[config.mk]
export PLATFORM = sky130hd
export DESIGN_NAME = instr_type_decoder_flat
export DESIGN_NICKNAME = d
export VERILOG_FILES = /design/src/rtl/instr_type_decoder_pkg.sv /design/src/rtl/instr_type_decoder_if.sv /design/src/rtl/instr_type_decoder_opcode_classify.sv /design/src/rtl/instr_type_decoder.sv /design/src/flat_wrapper.sv
export SDC_FILE = /design/constraint.sdc
export NUM_CORES = 1
export LEC_CHECK = 0
export CORE_MARGIN = 10
export CORE_UTILIZATION = 42
export CTS_CLUSTER_DIAMETER = 100
export CTS_CLUSTER_SIZE = 8
export DETAILED_ROUTE_END_ITERATION = 7
export HOLD_SLACK_MARGIN = 0.05
export PLACE_DENSITY = 0.72
export SYNTH_ARGS = -nofsm -noshare
export SYNTH_HDL_FRONTEND = slang
export SYNTH_SLANG_ARGS = --single-unit
[constraint.sdc]
create_clock -name clk_i -period 3.6 [get_ports clk_i]
set_input_delay 0.54 -clock clk_i [delete_from_list [all_inputs] [get_ports clk_i]]
set_output_delay 0.54 -clock clk_i [all_outputs]
set_load 0.005 [all_outputs]
[src/rtl/instr_type_decoder_pkg.sv]
// Shared types for the decode-stage front end.
// Opcode and ALU-op constants, buffer states and the decoded bundle.
package decoder_pkg;

  localparam int INSTR_W = 32;

  localparam logic [6:0] OPC_R      = 7'b0110011;
  localparam logic [6:0] OPC_I      = 7'b0010011;
  localparam logic [6:0] OPC_STORE  = 7'b0100011;
  localparam logic [6:0] OPC_LOAD   = 7'b0000011;
  localparam logic [6:0] OPC_BRANCH = 7'b1100011;
  localparam logic [6:0] OPC_JAL    = 7'b1101111;
  localparam logic [6:0] OPC_JALR   = 7'b1100111;
  localparam logic [6:0] OPC_LUI    = 7'b0110111;

  localparam logic [2:0] ALUOP_R       = 3'b000;
  localparam logic [2:0] ALUOP_I       = 3'b001;
  localparam logic [2:0] ALUOP_BRANCH  = 3'b010;
  localparam logic [2:0] ALUOP_JUMP    = 3'b011;
  localparam logic [2:0] ALUOP_LOAD    = 3'b100;
  localparam logic [2:0] ALUOP_STORE   = 3'b101;
  localparam logic [2:0] ALUOP_LUI     = 3'b110;
  localparam logic [2:0] ALUOP_ILLEGAL = 3'b111;

  typedef enum logic [1:0] {
    EMPTY = 2'd0,
    ONE   = 2'd1,
    FULL  = 2'd2
  } buf_state_e;

  typedef struct packed {
    logic [INSTR_W-1:0] instr;
    logic               r_type;
    logic               i_type;
    logic               store;
    logic               load;
    logic               branch;
    logic               jal;
    logic               jalr;
    logic               lui;
    logic [2:0]         aluop;
    logic               illegal;
  } dec_t;

endpackage

[src/rtl/instr_type_decoder_if.sv]
// Fetch-side and execute-side handshakes of the type decoder.
// slave is the decoder view, master the fetch/execute view.
interface instr_type_decoder_if;
  import decoder_pkg::*;

  logic [INSTR_W-1:0] instr_i;
  logic               instr_valid_i;
  logic               instr_ready_o;
  logic               flush_i;
  logic               out_valid_o;
  logic               out_ready_i;
  logic [INSTR_W-1:0] instr_o;
  logic               r_type_o;
  logic               i_type_o;
  logic               store_o;
  logic               load_o;
  logic               branch_o;
  logic               jal_o;
  logic               jalr_o;
  logic               lui_o;
  logic [2:0]         aluop_o;
  logic               illegal_o;
  logic [31:0]        perf_cnt_o;

  modport slave (
    input  instr_i, instr_valid_i, flush_i, out_ready_i,
    output instr_ready_o, out_valid_o, instr_o,
    output r_type_o, i_type_o, store_o, load_o,
    output branch_o, jal_o, jalr_o, lui_o,
    output aluop_o, illegal_o, perf_cnt_o
  );

  modport master (
    output instr_i, instr_valid_i, flush_i, out_ready_i,
    input  instr_ready_o, out_valid_o, instr_o,
    input  r_type_o, i_type_o, store_o, load_o,
    input  branch_o, jal_o, jalr_o, lui_o,
    input  aluop_o, illegal_o, perf_cnt_o
  );

endinterface

[src/rtl/instr_type_decoder_opcode_classify.sv]
// Combinational RV32I opcode classifier.
// Maps instr[6:0] to one-hot type strobes and the ALU op class.
module opcode_classify
  import decoder_pkg::*;
(
  input  logic [INSTR_W-1:0] instr,
  output dec_t               dec
);

  logic [6:0] opc;

  assign opc = instr[6:0];

  always_comb begin
    dec       = '0;
    dec.instr = instr;
    unique case (1'b1)
      (opc == OPC_R): begin
        dec.r_type = 1'b1;
        dec.aluop  = ALUOP_R;
      end
      (opc == OPC_I): begin
        dec.i_type = 1'b1;
        dec.aluop  = ALUOP_I;
      end
      (opc == OPC_STORE): begin
        dec.store = 1'b1;
        dec.aluop = ALUOP_STORE;
      end
      (opc == OPC_LOAD): begin
        dec.load  = 1'b1;
        dec.aluop = ALUOP_LOAD;
      end
      (opc == OPC_BRANCH): begin
        dec.branch = 1'b1;
        dec.aluop  = ALUOP_BRANCH;
      end
      (opc == OPC_JAL): begin
        dec.jal   = 1'b1;
        dec.aluop = ALUOP_JUMP;
      end
      (opc == OPC_JALR): begin
        dec.jalr  = 1'b1;
        dec.aluop = ALUOP_JUMP;
      end
      (opc == OPC_LUI): begin
        dec.lui   = 1'b1;
        dec.aluop = ALUOP_LUI;
      end
      default: begin
        dec.aluop   = ALUOP_ILLEGAL;
        dec.illegal = 1'b1;
      end
    endcase
  end

endmodule

[src/rtl/instr_type_decoder.sv]
// Decode front end: opcode classify into a 2-entry skid buffer.
// INSTR_TYPE_DECODER_PERF_CNT_EN adds a legal-instruction counter.
module instr_type_decoder
  import decoder_pkg::*;
#(
  parameter int XLEN = 32
) (
  input  logic clk_i,
  input  logic rst_ni,
  instr_type_decoder_if.slave bus
);

  if (XLEN != INSTR_W) begin : g_xlen_check
    $error("instr_type_decoder supports XLEN=32 only");
  end

  buf_state_e state;
  dec_t       dec_in;
  dec_t       out_q;
  dec_t       skid_q;
  dec_t       out_d;
  logic       ready;
  logic       valid;
  logic       in_xfer;
  logic       out_xfer;

  opcode_classify u_classify (
    .instr (bus.instr_i),
    .dec   (dec_in)
  );

  assign ready    = (state != FULL);
  assign valid    = (state != EMPTY);
  assign in_xfer  = bus.instr_valid_i && ready;
  assign out_xfer = valid && bus.out_ready_i;

  always_ff @(posedge clk_i or negedge rst_ni) begin
    if (!rst_ni) begin
      state  <= EMPTY;
      out_q  <= '0;
      skid_q <= '0;
    end else if (bus.flush_i) begin
      state <= EMPTY;
    end else begin
      unique case (state)
        EMPTY: begin
          if (in_xfer) begin
            out_q <= dec_in;
            state <= ONE;
          end
        end
        ONE: begin
          if (in_xfer && out_xfer) begin
            out_q <= dec_in;
          end else if (in_xfer) begin
            skid_q <= dec_in;
            state  <= FULL;
          end else if (out_xfer) begin
            state <= EMPTY;
          end
        end
        FULL: begin
          if (out_xfer) begin
            out_q <= skid_q;
            state <= ONE;
          end
        end
        default: state <= EMPTY;
      endcase
    end
  end

  // Stale register contents never leak out while nothing is presented
  assign out_d = valid ? out_q : '0;

  assign bus.instr_ready_o = ready;
  assign bus.out_valid_o   = valid;
  assign bus.instr_o       = out_d.instr;
  assign bus.r_type_o      = out_d.r_type;
  assign bus.i_type_o      = out_d.i_type;
  assign bus.store_o       = out_d.store;
  assign bus.load_o        = out_d.load;
  assign bus.branch_o      = out_d.branch;
  assign bus.jal_o         = out_d.jal;
  assign bus.jalr_o        = out_d.jalr;
  assign bus.lui_o         = out_d.lui;
  assign bus.aluop_o       = out_d.aluop;
  assign bus.illegal_o     = out_d.illegal;

`ifdef INSTR_TYPE_DECODER_PERF_CNT_EN
  logic [31:0] perf_q;

  always_ff @(posedge clk_i or negedge rst_ni) begin
    if (!rst_ni) begin
      perf_q <= '0;
    end else if (out_xfer && !out_q.illegal) begin
      perf_q <= perf_q + 32'd1;
    end
  end

  assign bus.perf_cnt_o = perf_q;
`else
  assign bus.perf_cnt_o = '0;
`endif

endmodule

[src/flat_wrapper.sv]
// flat-port wrapper written by rule: the top's interface ports become plain ports
module instr_type_decoder_flat import decoder_pkg::*;
#(
  parameter int XLEN = 32
)
  (clk_i, rst_ni, bus_instr_i, bus_instr_valid_i, bus_flush_i, bus_out_ready_i, bus_instr_ready_o, bus_out_valid_o, bus_instr_o, bus_r_type_o, bus_i_type_o, bus_store_o, bus_load_o, bus_branch_o, bus_jal_o, bus_jalr_o, bus_lui_o, bus_aluop_o, bus_illegal_o, bus_perf_cnt_o);
  instr_type_decoder_if bus_i ();
  input  logic clk_i;
  input  logic rst_ni;
  input wire logic [$bits(bus_i.instr_i)-1:0] bus_instr_i;
  input wire logic [$bits(bus_i.instr_valid_i)-1:0] bus_instr_valid_i;
  input wire logic [$bits(bus_i.flush_i)-1:0] bus_flush_i;
  input wire logic [$bits(bus_i.out_ready_i)-1:0] bus_out_ready_i;
  output wire logic [$bits(bus_i.instr_ready_o)-1:0] bus_instr_ready_o;
  output wire logic [$bits(bus_i.out_valid_o)-1:0] bus_out_valid_o;
  output wire logic [$bits(bus_i.instr_o)-1:0] bus_instr_o;
  output wire logic [$bits(bus_i.r_type_o)-1:0] bus_r_type_o;
  output wire logic [$bits(bus_i.i_type_o)-1:0] bus_i_type_o;
  output wire logic [$bits(bus_i.store_o)-1:0] bus_store_o;
  output wire logic [$bits(bus_i.load_o)-1:0] bus_load_o;
  output wire logic [$bits(bus_i.branch_o)-1:0] bus_branch_o;
  output wire logic [$bits(bus_i.jal_o)-1:0] bus_jal_o;
  output wire logic [$bits(bus_i.jalr_o)-1:0] bus_jalr_o;
  output wire logic [$bits(bus_i.lui_o)-1:0] bus_lui_o;
  output wire logic [$bits(bus_i.aluop_o)-1:0] bus_aluop_o;
  output wire logic [$bits(bus_i.illegal_o)-1:0] bus_illegal_o;
  output wire logic [$bits(bus_i.perf_cnt_o)-1:0] bus_perf_cnt_o;
  assign bus_i.instr_i = bus_instr_i;
  assign bus_i.instr_valid_i = bus_instr_valid_i;
  assign bus_i.flush_i = bus_flush_i;
  assign bus_i.out_ready_i = bus_out_ready_i;
  assign bus_instr_ready_o = bus_i.instr_ready_o;
  assign bus_out_valid_o = bus_i.out_valid_o;
  assign bus_instr_o = bus_i.instr_o;
  assign bus_r_type_o = bus_i.r_type_o;
  assign bus_i_type_o = bus_i.i_type_o;
  assign bus_store_o = bus_i.store_o;
  assign bus_load_o = bus_i.load_o;
  assign bus_branch_o = bus_i.branch_o;
  assign bus_jal_o = bus_i.jal_o;
  assign bus_jalr_o = bus_i.jalr_o;
  assign bus_lui_o = bus_i.lui_o;
  assign bus_aluop_o = bus_i.aluop_o;
  assign bus_illegal_o = bus_i.illegal_o;
  assign bus_perf_cnt_o = bus_i.perf_cnt_o;
  instr_type_decoder #(.XLEN(XLEN)) u_core (.clk_i(clk_i), .rst_ni(rst_ni), .bus(bus_i));
endmodule
## Yosys cells after proc, flatten, opt, wreduce, memory -nomap -nowiden

Cells that the tools add are included.

- Register bits: 90
- Output and inout port bits: 78

- Equal/unequal tests: 18
- Multiplexer cells: 22
- Bitwise operators: 2
- Reductions and logical operators: 11

Operator list:

| cell | count |
|---|---|
| 44-bit two-way mux | 4 |
| 44-bit case mux with 3 select lines | 1 |
| 7-bit by 6-bit equality test with 1-bit output (second input constant) | 3 |
| 7-bit equality test (second input constant) | 3 |
| 3-bit case mux with 7 select lines | 1 |
| 2-bit two-way mux | 6 |
| 1-bit two-way mux | 9 |
| 4-bit AND reduction | 2 |
| 8-bit OR reduction | 1 |
| 7-bit by 2-bit equality test with 1-bit output (second input constant) | 1 |
| 7-bit by 5-bit equality test with 1-bit output (second input constant) | 1 |
| 2-bit by 1-bit inequality test with 1-bit output (second input constant) | 3 |
| 3-bit by 2-bit inequality test with 1-bit output (second input constant) | 2 |
| 2-bit case mux with 3 select lines | 1 |
| 5-bit AND reduction | 1 |
| 4-bit by 2-bit inequality test with 1-bit output (second input constant) | 1 |
| 1-bit logical AND | 3 |
| 3-bit inequality test (second input constant) | 1 |
| 3-bit nonzero test | 1 |
| 2-bit by 1-bit equality test with 1-bit output (second input constant) | 1 |
| 2-bit equality test (second input constant) | 1 |
| 2-bit logical NOT | 1 |
| 2-bit inequality test (second input constant) | 1 |
| 1-bit NOT | 2 |
| 2 further kinds | 2 |

## Depth between registers and ports, before layout

Gate-level depths: netlist (run 1).

- Word-level depth: 7
- Mapped depth: 6

## By module

Synthesis (run 1) repeated with hierarchy kept, for this count alone.

- Cell total of the unflattened synthesis: 391
- Area, all modules: 4944.7 sq um

By module, submodules not included:

| module | times used | cells each | area an instance (sq um) | seq. area each (sq um) |
|---|---|---|---|---|
| instr_type_decoder | 1 | 333 | 4535.6 | 2252.2 |
| opcode_classify | 1 | 58 | 409.1 | 0.0 |

## Least setup slack after synthesis (run 1)

OpenSTA, ideal clock, no wires.

- Path kind: input-to-reg
- Start: in bus_instr_i[5]
- End: reg u_core.out_q[1] in the netlist's numbering
- Setup time: 0.125 ns
- Arrival: 1.620 ns
- Data required time: 3.475 ns
- Slack: 1.856 ns
- Cell stages on the path: 5
- Path buffers: 1
- Cells stage by stage: buf_2 or4_1 o211ai_2 a31oi_1 mux2_2

- Cells in the longest elaborated chain, start to end: 5
- Elaborated cells on any way between the ends: 13

RTL lines:

| item | RTL line | RTL |
|---|---|---|
| start, declared | flat_wrapper.sv:10 | `input wire logic [$bits(bus_i.instr_i)-1:0] bus_instr_i;` |
| 7-bit equality test, on equally long branches | instr_type_decoder_opcode_classify.sv:38, instr_type_decoder_opcode_classify.sv:42 |  |
| 2-bit OR reduction (no line) | n/a |  |
| 3-bit case mux with 7 select lines * | instr_type_decoder_opcode_classify.sv:17 | `unique case (1'b1)` |
| 44-bit two-way mux, on equally long branches | instr_type_decoder.sv:53, instr_type_decoder.sv:47 |  |
| 44-bit case mux with 3 select lines * | instr_type_decoder.sv:45 | `unique case (state)` |
| end signal, assigned | instr_type_decoder.sv:48 | `out_q <= dec_in;` |
| end signal, assigned | instr_type_decoder.sv:54 | `out_q <= dec_in;` |
| end signal, assigned | instr_type_decoder.sv:64 | `out_q <= skid_q;` |
| end, declared | instr_type_decoder.sv:19 | `dec_t out_q;` |

Mark *: on every way between the ends. The rest lies on a longest branch, timed or not. The select of a mux whose other input is x is not followed.
A chain may end at the register's enable or synchronous reset.

## Worst setup path after layout (run 1)

- Start: reg u_core.state[0]
- End: out bus_instr_o[10]

- Cells in the longest elaborated chain, start to end: 2

RTL lines:

| item | RTL line | RTL |
|---|---|---|
| start, declared | instr_type_decoder.sv:17 | `buf_state_e state;` |
| start signal, assigned | instr_type_decoder.sv:39 | `state <= EMPTY;` |
| start signal, assigned | instr_type_decoder.sv:43 | `state <= EMPTY;` |
| start signal, assigned | instr_type_decoder.sv:49 | `state <= ONE;` |
| 2-bit nonzero test | instr_type_decoder.sv:33 | `assign valid = (state != EMPTY);` |
| 44-bit two-way mux | instr_type_decoder.sv:74 | `assign out_d = valid ? out_q : '0;` |
| end, declared | flat_wrapper.sv:16 | `output wire logic [$bits(bus_i.instr_o)-1:0] bus_instr_o;` |

No other way between the ends.

==> impl_metrics.env, run 1 <==
export IMPL_ys_warn_count=0
export IMPL_grt_pass1_wl_mm=18.55
export IMPL_clk_path_buf_depth=2
export IMPL_status="finished, final reports clean"
export IMPL_dr_pass1_iters=4
export IMPL_synth_ff_type="dfrtp_1"
export IMPL_worst_ir_drop_vdd_v=0.0002340
export IMPL_cts_buffers=9
export IMPL_vias_per_cell=4.976
export IMPL_syn_area_mm2=0.004762
export IMPL_startpoint_type="flop"
export IMPL_finalHoldViolations=0
export IMPL_final_area_mm2=0.005801
export IMPL_cts_setup_buffers=0
export IMPL_grt_max_degree=91
export IMPL_place_area_mm2=0.005485
export IMPL_final_cell_mix="118 x nand2_1, 90 x dfrtp_1, 81 x clkdlybuf4s50_1"
export IMPL_fin_cells=710
export IMPL_drive_gt1_share_pct=11.75
export IMPL_fmax_ghz=0.3551
export IMPL_synth_seq_area_share_pct=47.29
export IMPL_routedWlPerCell_um=15.63
export IMPL_required_ps=3060
export IMPL_setup_viol=0
export IMPL_drc=0
export IMPL_cts_hold_buf=0
export IMPL_die_h_um=126.5
export IMPL_grt_pass1_vias=3723
export IMPL_crit_fanout=45
export IMPL_ios=115
export IMPL_reg2reg_to="u_core.out_q[4]"
export IMPL_clkSinkCount=90
export IMPL_synth_cell_types=43
export IMPL_crit_arrival_ps=2280
export IMPL_synthArstFlopShare_pct=100.0
export IMPL_finish_net_count=602
export IMPL_core_area_mm2=0.01098
export IMPL_num_rows=38
export IMPL_portBuffers=82
export IMPL_slew_limit_headroom_pct=23.10
export IMPL_reg2reg_slack_ps=1420
export IMPL_synth_edf_count=0
export IMPL_antenna_cells=0
export IMPL_path_class="reg -> out"
export IMPL_hold_path_class="in -> async"
export IMPL_grt_setup_unrepaired="false"
export IMPL_wl_mm=11.10
export IMPL_cp_end_kind="output pin"
export IMPL_vias=3533
export IMPL_dieArea_mm2=0.01600
export IMPL_reg2reg_from="u_core.state[1]"
export IMPL_fin_total_pwr_mw=2.781
export IMPL_cts_resized_gates=0
export IMPL_cts_tree="built"
export IMPL_maxCapViolCount=0
export IMPL_crit_path_start="u_core.state[0]"
export IMPL_gp_congestion=0.8310
export IMPL_die_width_um=126.5
export IMPL_drv_slew=0
export IMPL_grt_remaining_overflow=0
export IMPL_fin_crit_ps=2816
export IMPL_reg2reg_depth=5
export IMPL_drtIter0Drc=230
export IMPL_place_inst=694
export IMPL_p_per_area_mw_per_mm2=479.4
export IMPL_timing_setup_tns_ps=0
export IMPL_grt_usage_pct=13.71
export IMPL_avgSynthCellArea_um2=9.449
export IMPL_fin_util_pct=52.81
export IMPL_fin_crit_sh_pct=78.23
export IMPL_syn_inst=504
export IMPL_cts_htree_levels=3
export IMPL_root_buffer="clkbuf_16"
export IMPL_clkTransAtPathRegs_ps=60
export IMPL_clock_skew_ps=5.970
export IMPL_synth_seq_cells=90
export IMPL_tightest_slew_ps=1153
export IMPL_power_leakage_nw=2.463
export IMPL_initial_utilization_pct=43.36
export IMPL_antenna_found_initial=0
export IMPL_dp_hpwl_mm=7.518
export IMPL_ant_nets=0
export IMPL_layout_commonest_cell="nand2_1"
export IMPL_insertion_delay_ps=330
export IMPL_area_growth_pct=21.81
==> worst max-delay path: stages, from the launching register on <==
cell and delay (ps):
dfrtp_1 490, nor2_4 770, nor2b_1 170, clkdlybuf4s50_1 500
==> per-stage QoR <==
step / worst slack, ps / hold slack (ps)
after CTS: 747.7 / 477.6
after detailed placement: 903.9 / 461.8
after global routing: 570.4 / 495.6
final: 783.6 / 418.3
after global placement: 953.4 / 456.7
after floorplan: 1856 / 244.4
==> how the worst max path moves through the flow <==
stage               depth (start not counted)          endpoint  slack [ps]
floorplan                                   5   u_core.out_q[1]        1860
global placement                            5  u_core.out_q[43]         950
detailed placement                          6   u_core.out_q[2]         900
CTS                                         3   bus_instr_o[10]         750
global route                                3   bus_instr_o[10]         570
finish                                      3   bus_instr_o[10]         780
==> power by group <==
part | switching (mW) | total (mW) | internal [mW]
Clock | 0.388 | 0.966 | 0.578
Combinational | 0.260 | 0.522 | 0.261
Sequential | 0.0975 | 1.29 | 1.20
==> layout make-up <==
| cell class | count | area (um2) |
|---|---|---|
| fillers | 1058 | 5182 |
| repair buffers | 86 | 848.3 |
| well taps | 140 | 175.2 |
| flip-flops and latches | 90 | 2252 |
| inverters | 4 | 15.01 |
| clock buffers | 11 | 252.7 |
| multi-input cells | 374 | 2195 |
| clock inverters | 5 | 62.56 |
==> synth_stat cells (2+ instances only) <==
| cell | instances | share of area, % |
|---|---|---|
| nand2_1 | 118 | 9.3 |
| dfrtp_1 | 90 | 47 |
| nor2b_1 | 45 | 5.9 |
| o21ai_0 | 37 | 3.9 |
| buf_4 | 35 | 5.5 |
| mux2i_1 | 30 | 6.3 |
| o21ai_2 | 30 | 5.5 |
| buf_2 | 15 | 1.6 |
| clkbuf_1 | 13 | 1.0 |
| nor2_1 | 12 | 0.95 |
| o21ai_1 | 8 | 0.84 |
| o31ai_1 | 7 | 1.1 |
| a21oi_1 | 6 | 0.63 |
| mux2_2 | 6 | 1.4 |
| o21a_1 | 5 | 0.79 |
| buf_6 | 4 | 0.95 |
| inv_1 | 4 | 0.32 |
| nand3_1 | 4 | 0.42 |
| o32a_1 | 4 | 0.84 |
| a211oi_1 | 3 | 0.47 |
| a31oi_1 | 3 | 0.39 |
| nor3_1 | 3 | 0.32 |
| and3b_1 | 2 | 0.37 |
==> state kept, by name, summed over array words and instances, names as in the netlist <==
| name | flops |
|---|---|
| u_core.out_q | 44 |
| u_core.skid_q | 44 |
| u_core.state | 2 |
==> cells by family after synthesis <==
logic type | after synthesis | synth area share [%]
buffers and inverters | 71 | 9.380
AOI/OAI and AO/OA | 108 | 15.74
DFF | 90 | 47.29
muxes | 36 | 7.725
other | 1 | 0.07875
and+or+nand+nor | 198 | 19.78
==> per-layer routing <==
layer,wire [um],GRT usage [%]
met5,0,0
met4,170,5.224
met3,664,3.540
met2,5416,22.72
met1,4847,16.71
(Power assumes the default switching activity.)
==> inputs of run 2 (changes only) <==
PLACE_DENSITY = 0.75   (was 0.72)
clock period = 2.4 ns   (was 3.6 ns; I/O delays follow)
==> impl_metrics.env, run 2 (synthesis gave the netlist of run 1 again) <==
export IMPL_sw_frac_of_total_pct=27.32
export IMPL_grt_max_degree=57
export IMPL_required_ps=2040
export IMPL_fin_total_pwr_mw=4.149
export IMPL_core_area_mm2=0.01098
export IMPL_clk_path_buf_depth=2
export IMPL_drv_slew=0
export IMPL_p_per_area_mw_per_mm2=699.3
export IMPL_drc=0
export IMPL_die_h_um=126.5
export IMPL_reg2reg_depth=5
export IMPL_crit_fanout=20
export IMPL_nFillCells=970
export IMPL_vias_per_cell=5.072
export IMPL_maxCapViolCount=0
export IMPL_power_leakage_nw=2.542
export IMPL_cts_htree_levels=3
export IMPL_reg2reg_slack_ps=420
export IMPL_cts_tree="built"
export IMPL_antenna_cells=0
export IMPL_finish_net_count=617
export IMPL_finalHoldViolations=0
export IMPL_grt_remaining_overflow=0
export IMPL_reg2reg_to="u_core.out_q[10]"
export IMPL_status="finished, final reports clean"
export IMPL_dp_hpwl_mm=8.618
export IMPL_root_buffer="clkbuf_16"
export IMPL_layout_commonest_cell="nand2_1"
export IMPL_routedWlPerCell_um=16.30
export IMPL_fin_cells=725
export IMPL_worstHoldEndpoint="u_core.skid_q[25]"
export IMPL_grt_setup_unrepaired="false"
export IMPL_area_growth_pct=24.59
export IMPL_dr_pass1_iters=4
export IMPL_slew_limit_headroom_pct=66.96
export IMPL_crit_arrival_ps=1880
export IMPL_antenna_found_initial=0
export IMPL_dieArea_mm2=0.01600
export IMPL_cp_end_kind="output pin"
export IMPL_fmax_ghz=0.4471
export IMPL_ios=115
export IMPL_clock_skew_ps=5.561
export IMPL_path_class="reg -> out"
export IMPL_drive_gt1_share_pct=13.85
export IMPL_insertion_delay_ps=330
export IMPL_num_rows=38
export IMPL_clkSinkCount=90
export IMPL_grt_usage_pct=14.39
export IMPL_drtIter0Drc=231
export IMPL_final_cell_mix="118 x nand2_1, 90 x dfrtp_1, 81 x clkdlybuf4s50_1"
export IMPL_die_width_um=126.5
export IMPL_initial_utilization_pct=43.36
export IMPL_worst_ir_drop_vdd_v=0.0003766
export IMPL_ant_nets=0
export IMPL_top_regs="u_core.out_q x44, u_core.skid_q x44, u_core.state x2"
export IMPL_comb_power_share_pct=19.8
export IMPL_fin_crit_ps=2237
export IMPL_hold_depth=2
export IMPL_min_delay_start="u_core.skid_q[25]"
export IMPL_cts_buffers=9
export IMPL_gp_congestion=0.8082
export IMPL_grt_pass1_vias=3749
export IMPL_timing_setup_tns_ps=0
export IMPL_setup_viol=0
export IMPL_clkTransAtPathRegs_ps=60
export IMPL_reg2reg_from="u_core.state[1]"
export IMPL_p_int_mw=3.016
export IMPL_vias=3677
export IMPL_timing_hold_ws_ps=478.4
export IMPL_p_sw_mw=1.133
export IMPL_hold_path_class="reg -> reg"
export IMPL_tightest_slew_ps=491.1
export IMPL_fin_util_pct=54.02
export IMPL_pwr_share_clk_pct=33.3
export IMPL_pwr_share_seq_pct=46.8
export IMPL_startpoint_type="flop"
export IMPL_grt_pass1_wl_mm=19.22
export IMPL_portBuffers=82
export IMPL_fin_crit_sh_pct=93.19
export IMPL_wl_mm=11.82
export IMPL_place_inst=707
[run 2: routing by layer]
metal | vias to the layer above | track usage [%] | wire, um | part of all wire [%]
met2 | 99 | 24.36 | 5970 | 51
met4 | 0 | 5.492 | 174 | 1.5
li1 | 1781 | - | - | -
met3 | 13 | 3.374 | 639 | 5.4
met1 | 1784 | 17.33 | 5036 | 43
met5 | - | 0 | 0 | 0
[run 2: worst max-delay path, stage by stage, from the launching register on]
cell and delay (ps):
dfrtp_1 540, nor2_4 100, buf_4 220, nor2b_1 160, clkdlybuf4s50_1 530
[run 2: power by group through the flow]
stage | combinational (mW) | clock, mW | sequential (mW)
global placement | 0.800 | 0 | 1.95
CTS | 0.834 | 1.42 | 1.94
global route | 0.923 | 1.50 | 1.98
finish | 0.823 | 1.38 | 1.94
detailed placement | 0.828 | 0 | 1.97
floorplan | 0.530 | 0 | 1.91
[run 2: final cells by class]
cell class	instances	area, um2	area share (%)
clock buffer	9	225.2	3.796
clock inverter	7	70.07	1.181
inverter	4	15.01	0.2531
multi-input combinational	374	2195	36.99
timing repair buffer	101	1001	16.87
sequential	90	2252	37.96
tap	140	175.2	2.952
[run 2: worst max-delay path by stage]
| stage | from | endpoint | slack, ps | cells past startpoint |
|---|---|---|---|---|
| 2_1_floorplan | bus_instr_i[5] | u_core.out_q[1] | 840 | 5 |
| 3_3_place_gp | bus_instr_valid_i | u_core.out_q[13] | 190 | 6 |
| 3_5_place_dp | bus_instr_valid_i | u_core.out_q[36] | 100 | 6 |
| 4_1_cts | u_core.state[0] | bus_instr_o[18] | 30 | 4 |
| 5_1_grt | u_core.state[0] | bus_instr_o[6] | 60 | 4 |
| 6_report | u_core.state[0] | bus_instr_o[18] | 160 | 4 |
[run 2: repair_timing]
action	in CTS	in global routing
gates resized for setup	0	0
setup endpoints to repair	0	21
buffers inserted	0	1
hold endpoints to repair	34	0
hold buffers	1	0
[run 2: metrics by stage]
stage	setup WS (ps)	cell area, um2
2_1_floorplan	835.6	4878
3_3_place_gp	185.8	5620
3_5_place_dp	96.85	5620
4_1_cts	29.16	5926
5_1_grt	63.64	5933
6_report	163.4	5933
==> inputs of run 3 (changes only) <==
CAP_MARGIN = 20   (was not set)
GPL_TIMING_DRIVEN = 0   (was not set)
==> impl_metrics.env, run 3 (synthesis gave the netlist of run 1 again) <==
export IMPL_grt_remaining_overflow=0
export IMPL_place_area_mm2=0.005879
export IMPL_cts_buffers=9
export IMPL_grt_max_degree=52
export IMPL_hold_depth=3
export IMPL_crit_fanout=10
export IMPL_grt_usage_pct=15.63
export IMPL_cts_htree_levels=3
export IMPL_status="finished, final reports clean"
export IMPL_slew_limit_headroom_pct=60.60
export IMPL_routedWlPerCell_um=16.17
export IMPL_wl_mm=12.50
export IMPL_maxCapViolCount=0
export IMPL_initial_utilization_pct=43.36
export IMPL_dp_hpwl_mm=9.495
export IMPL_tightest_slew_ps=591.0
export IMPL_fmax_ghz=0.4306
export IMPL_clkSinkCount=90
export IMPL_required_ps=2040
export IMPL_final_area_mm2=0.006206
export IMPL_antenna_found_initial=0
export IMPL_hold_path_class="in -> reg"
export IMPL_dieArea_mm2=0.01600
export IMPL_drive_gt1_share_pct=18.96
export IMPL_top_regs="u_core.out_q x44, u_core.skid_q x44, u_core.state x2"
export IMPL_worstHoldEndpoint="u_core.skid_q[17]"
export IMPL_core_area_mm2=0.01098
export IMPL_cp_end_kind="output pin"
export IMPL_ant_nets=0
export IMPL_reg2reg_slack_ps=650
export IMPL_finish_net_count=665
export IMPL_drv_slew=0
export IMPL_drtIter0Drc=208
export IMPL_clock_skew_ps=4.988
export IMPL_worst_ir_drop_vdd_v=0.0003325
export IMPL_fin_total_pwr_mw=4.216
export IMPL_reg2reg_to="u_core.out_q[28]"
export IMPL_fin_crit_sh_pct=96.77
export IMPL_crit_arrival_ps=1960
export IMPL_portBuffers=80
export IMPL_grt_pass1_vias=4034
export IMPL_drc=0
export IMPL_die_width_um=126.5
export IMPL_vias=3881
export IMPL_power_leakage_nw=2.750
export IMPL_reg2reg_from="u_core.state[1]"
export IMPL_insertion_delay_ps=340
export IMPL_fin_ws_ps=77.53
export IMPL_preCtsSetupSlack_ps=-157.8
export IMPL_fin_util_pct=56.50
export IMPL_clk_path_buf_depth=2
export IMPL_area_growth_pct=30.32
export IMPL_startpoint_type="flop"
export IMPL_cts_tree="built"
export IMPL_root_buffer="clkbuf_16"
export IMPL_path_class="reg -> out"
export IMPL_antenna_cells=0
export IMPL_ios=115
export IMPL_p_per_area_mw_per_mm2=679.3
export IMPL_final_cell_mix="118 x nand2_1, 89 x dfrtp_1, 79 x clkdlybuf4s50_1"
export IMPL_die_h_um=126.5
export IMPL_layout_commonest_cell="nand2_1"
export IMPL_setup_viol=0
export IMPL_num_rows=38
export IMPL_grt_setup_unrepaired="false"
export IMPL_clkTransAtPathRegs_ps=60
export IMPL_reg2reg_depth=5
export IMPL_dr_pass1_iters=5
export IMPL_gp_congestion=0.8503
export IMPL_grt_pass1_wl_mm=20.67
export IMPL_fin_crit_ps=2322
export IMPL_finalHoldViolations=0
export IMPL_vias_per_cell=5.021
export IMPL_min_delay_start="bus_instr_i[5]"
-- run 3: cell count changes in the layout (fill, tap and decap cells not counted), sizes merged --
cell	before	now
bufinv	1	0
buf	19	57
clkbuf	9	27
clkinv	5	1
clkdlybuf4s50	81	79
clkinvlp	1	0
-- run 3: final cells by class --
class	instances	area, um2
plain buffers	67	436.7
clock buffers	15	297.8
clock inverters	1	5.005
fillers	984	4777
inverters	4	15.01
multi-input cells	374	2187
flip-flops and latches	90	2253
well taps	140	175.2
repair buffers	82	835.8
-- run 3: worst max-delay path, cell delays in order, from the launching register on --
cell             delay [ps]
dfrtp_2                 480
nor2_4                  250
buf_2                   320
nor2b_1                  90
clkdlybuf4s50_1         480
-- run 3: worst max path at each step --
| stage | start | end | depth (start not counted) |
|---|---|---|---|
| after global routing | u_core.state[1] | bus_instr_o[5] | 4 |
| after global placement | rst_ni | u_core.out_q[38] | 1 |
| after floorplan | bus_instr_i[5] | u_core.out_q[1] | 5 |
| after detailed placement | u_core.state[0] | bus_instr_o[5] | 4 |
| final | u_core.state[0] | bus_instr_o[16] | 4 |
| after CTS | u_core.state[0] | bus_instr_o[16] | 4 |
-- run 3: per-stage QoR --
stage / TNS, ps / std cells / hold WS [ps]
after global placement: -203090 / 755 / 456.6
after detailed placement: -2880 / 756 / 388.1
after global routing: 0 / 773 / 373.0
after CTS: 0 / 773 / 329.7
final: 0 / 773 / 337.2
after floorplan: 0 / 535 / 64.41
-- run 3: repair_timing --
item | in CTS | in global routing
endpoints found under the setup margin | 44 | 27
setup buffers | 0 | 0
gates resized for setup | 6 | 2
hold buffers | 1 | 0
hold endpoints to repair | 39 | 0
-- run 3: metal layers --
layer,vias up,part of all wire [%],GRT usage [%]
met2,115,50,26.61
met3,17,5.4,3.165
met1,1862,42,18.99
met4,0,1.9,5.961
met5,-,0,0
li1,1887,-,-
-- run 3: report_power, final --
group / leakage [nW] / internal [mW] / switching (mW) / total [mW]
sequential: 1.13 / 1.79 / 0.139 / 1.93
combinational: 1.47 / 0.449 / 0.426 / 0.874
clock: 0.152 / 0.843 / 0.566 / 1.41
total: 2.75 / 3.09 / 1.13 / 4.22
